$ cat config.mk
export PLATFORM = sky130hd
export DESIGN_NAME = seq_multiplier
export DESIGN_NICKNAME = d
export VERILOG_FILES = /design/src/rtl/seq_multiplier.sv
export SDC_FILE = /design/constraint.sdc
export NUM_CORES = 1
export LEC_CHECK = 0
export CAP_MARGIN = 20
export CORE_UTILIZATION = 45
export CTS_CLUSTER_DIAMETER = 150
export DETAILED_ROUTE_END_ITERATION = 12
export PLACE_DENSITY = 0.75
export SLEW_MARGIN = 20
export SYNTH_ARGS = -nofsm -noshare
export SYNTH_HDL_FRONTEND = slang
export SYNTH_SLANG_ARGS = --single-unit
$ cat constraint.sdc
create_clock -name clk -period 3.3 [get_ports clk]
set_input_delay 0.825 -clock clk [delete_from_list [all_inputs] [get_ports clk]]
set_output_delay 0.825 -clock clk [all_outputs]
set_load 0.01 [all_outputs]
$ cat src/rtl/seq_multiplier.sv
// seq_multiplier
//   Radix-2 shift-add multiplier, one partial product per clock, WIDTH clocks
//   per operation. Signed operands are reduced to magnitudes on accept and the
//   product is negated on the way into y when the operand signs differ.
//
// Ports
//   clk          rising-edge clock
//   rst          asynchronous active-high reset
//   start        begin a multiply (accepted in IDLE or DONE)
//   a, b         operands, captured on accept
//   signed_mode  1 = two's-complement operands, captured on accept
//   busy         high while the multiply is running
//   done         one-cycle pulse, y holds a new result
//   y            2*WIDTH-bit product register
//
// state  | meaning
// -------+----------------------------------------------------------
// S_IDLE | waiting for start, y holds the last result
// S_BUSY | one add/shift per clock, counter counts WIDTH down to 1
// S_DONE | done pulse; start here chains straight into S_BUSY
module seq_multiplier #(
    parameter int WIDTH = 4
) (
    input  logic                 clk,
    input  logic                 rst,
    input  logic                 start,
    input  logic [WIDTH-1:0]     a,
    input  logic [WIDTH-1:0]     b,
    input  logic                 signed_mode,
    output logic                 busy,
    output logic                 done,
    output logic [2*WIDTH-1:0]   y
);

    localparam int PW = 2 * WIDTH;
    localparam int CW = $clog2(WIDTH + 1);

    typedef enum logic [1:0] {
        S_IDLE = 2'd0,
        S_BUSY = 2'd1,
        S_DONE = 2'd2
    } state_t;

    state_t          state;
    state_t          state_nxt;

    logic [CW-1:0]   cnt;
    logic [PW-1:0]   acc;
    logic [PW-1:0]   mcand;
    logic [WIDTH-1:0] mplier;
    logic            neg;

    logic            accept;
    logic            cnt_tc;
    logic [WIDTH-1:0] mag_a;
    logic [WIDTH-1:0] mag_b;
    logic [PW-1:0]   acc_nxt;

    // The magnitude of -2^(WIDTH-1) is 2^(WIDTH-1), which still fits in WIDTH
    // unsigned bits, so the negation below is exact for every operand.
    assign mag_a   = (signed_mode && a[WIDTH-1]) ? -a : a;
    assign mag_b   = (signed_mode && b[WIDTH-1]) ? -b : b;

    assign accept  = start && (state != S_BUSY);
    assign cnt_tc  = (cnt == CW'(1));
    assign acc_nxt = mplier[0] ? (acc + mcand) : acc;

    assign busy    = (state == S_BUSY);
    assign done    = (state == S_DONE);

    always_ff @(posedge clk or posedge rst) begin
        if (rst) begin
            state <= S_IDLE;
        end else begin
            state <= state_nxt;
        end
    end

    always_comb begin
        state_nxt = state;
        case (state)
            S_IDLE:  if (start) state_nxt = S_BUSY;
            S_BUSY:  if (cnt_tc) state_nxt = S_DONE;
            S_DONE:  state_nxt = start ? S_BUSY : S_IDLE;
            default: state_nxt = S_IDLE;
        endcase
    end

    always_ff @(posedge clk or posedge rst) begin
        if (rst) begin
            cnt    <= '0;
            acc    <= '0;
            mcand  <= '0;
            mplier <= '0;
            neg    <= 1'b0;
            y      <= '0;
        end else if (accept) begin
            cnt    <= CW'(WIDTH);
            acc    <= '0;
            mcand  <= PW'(mag_a);
            mplier <= mag_b;
            neg    <= signed_mode & (a[WIDTH-1] ^ b[WIDTH-1]);
        end else if (state == S_BUSY) begin
            cnt    <= cnt - 1'b1;
            acc    <= acc_nxt;
            mcand  <= mcand << 1;
            mplier <= mplier >> 1;
            // Final partial product folds straight into y on the DONE entry edge.
            if (cnt_tc) begin
                y <= neg ? -acc_nxt : acc_nxt;
            end
        end
    end

endmodule

# == Yosys cells after proc, flatten, opt, wreduce, memory -nomap -nowiden ==
# Index checks and enable logic that the tools add are counted.
# totals
input_bits,12
wordCells,44
reg_bits,34
# op_classes
bitwise,3
n_eq_ne,6
add_sub_neg,5
muxes,16
reduce_logical,7
# op_table
operator,count
two-way mux 8 bit,6
two-way mux 4 bit,4
adder 8 bit,1
negation 4 bit,2
negation 8 bit,1
two-way mux 3 bit,2
one-hot mux 2 bit (3 select lines),1
two-way mux 2 bit,2
inequality test 2 x 1 -> 1 bit (second input constant),2
equality test 3 x 1 -> 1 bit (second input constant),1
logical AND 1 bit,3
AND reduction 3 bit,1
subtractor 3 x 1 -> 3 bit (second input constant),1
equality test 2 x 1 -> 1 bit (second input constant),1
equality test 2 bit (second input constant),1
zero test 2 bit,1
inequality test 2 bit (second input constant),1
AND reduction 2 bit,1
nonzero test 2 bit,1
bitwise AND 1 bit,1
two-way mux 1 bit,1
inverter 1 bit,1
XOR 1 bit,1

# == Logic depth before layout (Yosys ltp) ==
# logic_depth
ltp_word,4
ltp_mapped,9
depth_no_buf,9

# == Least setup slack after synthesis ==
# Ideal clock, no wire load.
# synth_timing
path_kind,register -> register
start,reg acc[0]
end,reg y[7]
arrival_time_ps,2206
path_stages_with_launch,10
n_path_buf,0
slack_ps,969
setup_time_ps,125
cell_sequence,dfrtp_1 > ha_1 > fa_1 > a21o_1 > a211oi_1 > o31a_1 > nand2_2 > o41ai_2 > xnor2_1 > o21ai_1
# synth_between
elab_chain_cells,4
# synth_rtl
element,line_no,source
start: declaration,48,logic [PW-1:0] acc;
start signal: assignment,105,acc <= acc_nxt;
adder 8 bit,66,assign acc_nxt = mplier[0] ? (acc + mcand) : acc;
two-way mux 8 bit *,66,
negation 8 bit,110,y <= neg ? -acc_nxt : acc_nxt;
two-way mux 8 bit *,110,
end signal: assignment,110,
end: declaration,32,output logic [2*WIDTH-1:0] y
# Mark *: on every way between the ends. The rest lies on a longest branch, timed or not.
# A chain may end at the register's enable or synchronous reset.

# == Worst setup path after layout ==
# Same ends and word-level chain as after synthesis.

==> metrics.csv <==
metric,value,unit
max_slew headroom,64.2,%
input/output buffers,21,
Ys Warns,0,
Sink Count,34,
DR DRC count,0,
share of the synthesized area in the top cell type,41.9,%
CTS H-Tree Depth,2,
Post-CTS Setup Repair Bufs,0,
Worst Clk Skew,0.00930,ns
DR WL/cell,13.1,um
Mean Syn Cell Area,8.82,um2
crit path launch,acc[0],
worst hold path class,reg -> reg,
starting density of the core,46.6,%
layout cells sized above 1,5.95,%
outcome,"finished, final reports clean",
global route overflow,0,
total power draw,2.25,mW
# diodes,0,
clk slew on worst S/H paths,0.07,ns
worst slew pin tran,0.538,ns
die extent in y,69.1,um
Synth cell types,38,
fin crit period,2.53,ns
final worst slack,0.766,ns
DRT antenna net count,0,
Nets,277,
final setup fails,0,
Synth Flop Type,dfrtp_1,
final hold violation count,0,
critical path type,reg -> reg,
pin count of the biggest net entering global routing,35,
DP Cell Count,297,
Critical Path Sink Type,flop,
"EDFF count, synth",0,
die area,0.00478,mm2
Num CTS Buffers,5,
Pre-antenna DRT Iters,4,
reg2reg start,acc[0],
period utilization,76.8,%
global-route wire length before repair,7.27,mm
Clock Path Buffers,2,
root buffer cell,clkbuf_8,
Synth Area in Adders,8.39,%
Gate Count Post-Synth,230,
Via Count,1670,
Post-synth top cells,"nand2_1 (38), dfrtp_1 (34), o21ai_0 (31)",
pre-CTS WS,0.771,ns
xor/xnor share of the synthesized area,4.32,%
RSZ-0062 raised after global routing,false,
CTS tree,built,
GR Util All Layers,18.9,%
post-synthesis mux area share,4.01,%
Placer Congestion,0.822,
clock insertion delay at the later pin of the skew report,0.29,ns
most common cell in the synthesized netlist,nand2_1,
vias per inst,5.49,
dpl hpwl,2.85,mm
"non-filler cells, final",304,
Final TNS setup,0,ns
CTS Hold Buffers Added,0,
"Async S/R FF share, synth",100,%
maximum clock frequency,395,MHz
CP required,3.46,ns
crit path max fanout,4,
VDD IR max,0.000406,V
"area leader, netlist",dfrtp_1,
simple-gate share of the synthesized area,19.7,%
Area growth syn-to-layout,18.5,%
Lkg Pwr,1.13,nW
hold path startpoint,y[3],
largest family of logic cells by synthesized area,simple AND/OR/NAND/NOR gates,
syn nets,255,
Worst Path Arrival,2.70,ns
post-cts gate resize count,0,
PD cells,936,mW/mm2
die width,69.1,um
num ports,22,
# rows,24,
Compound-Gate Fraction of Synth Area,17.3,%
core box area,0.00435,mm2
Max Slew Vio Count,0,
"FF+latch count, synth",34,
vias in the first global route,1629,
initial antenna violation count,0,
drt total wl,3.99,mm
synth top area cells,"dfrtp_1 (42%), o21ai_0 (7.6%), ha_1 (7.4%)",
crit path launch type,flop,
sequential cell area fraction in the yosys report,41.9,%
maxcap violations,0,
Initial DRC Count,78,
area of the mapped netlist,0.00203,mm2
[flip-flops by register name, summed over array words and instances, names as in the netlist]
signal and cells:
cnt 3, neg 1, acc 8, mplier 4
y 8, state 2, mcand 8
[through the flow]
step	hold WS, ns	util [%]	cell area [um2]
after global placement	0.459	52.6	2290
after global routing	0.507	55.2	2400
final	0.484	55.2	2400
after CTS	0.491	55.2	2400
after floorplan	0.445	-	2030
after detailed placement	0.475	52.6	2290
[cell families after synthesis]
group                    count (synthesis)
flip-flops                              34
adder cells (fa/ha/maj)                 13
AO/OA/AOI/OAI                           59
multiplexers                             8
buffers and inverters                   22
XOR/XNOR                                10
AND/OR/NAND/NOR                         84
[layer usage]
layer	track usage, %	part of all wire [%]
met5	0	0
met4	6.80	1.2
met3	3.51	3.5
met2	31.3	46
met1	24.6	49
[placed cells by master (no fill, tap or decap), types with 2 or more instances in the layout]
| master | instances |
|---|---|
| xnor2_1 | 7 |
| ha_1 | 12 |
| or3_1 | 2 |
| nand2_1 | 38 |
| a21o_1 | 2 |
| nor2b_1 | 2 |
| clkdlybuf4s50_1 | 21 |
| dfrtp_1 | 34 |
| clkbuf_8 | 6 |
| nand3b_1 | 2 |
| o31ai_1 | 4 |
| inv_1 | 12 |
| a21oi_1 | 7 |
| buf_4 | 4 |
| a31oi_1 | 2 |
| nand2b_1 | 4 |
| o21ai_1 | 3 |
| o21ai_0 | 31 |
| xor2_1 | 3 |
| mux2i_1 | 7 |
| nand3_1 | 22 |
| nor2_1 | 8 |
| a211oi_1 | 3 |
[power by group]
part,internal (mW),total (mW),switching (mW)
combinational,0.490,1.11,0.621
sequential,0.590,0.746,0.156
clock,0.242,0.393,0.152
[path summary, 6_finish.rpt]
kind | end | slack, ns | cells past startpoint
worst max register to register | y[7] | 0.77 | 9
min in group asynchronous | cnt[0] | 0.93 | 3
worst min-delay path | y[3] | 0.48 | 2
max in group asynchronous | acc[7] | 2.06 | 3
worst max-delay path | y[7] | 0.77 | 9
worst min register to register | y[3] | 0.48 | 2
[layout make-up]
| type | count | area, um2 |
|---|---|---|
| repair buffers | 25 | 240 |
| flip-flops and latches | 34 | 851 |
| clock inverters | 1 | 30.0 |
| clock buffers | 6 | 82.6 |
| multi-input cells | 174 | 1090 |
| inverters | 12 | 45.0 |
| well taps | 52 | 65.1 |
| fillers | 398 | 1950 |
[critical path, cell delays in order (launching register included)]
cell and delay [ns]:
dfrtp_1 0.40, ha_1 0.24, fa_1 0.44, xnor2_1 0.18, nor2_1 0.05, a21oi_1 0.27, nand3_1 0.20, o41ai_2 0.40
xnor2_1 0.16, o21ai_1 0.07
No activity file was read; power rests on OpenSTA's default activity.
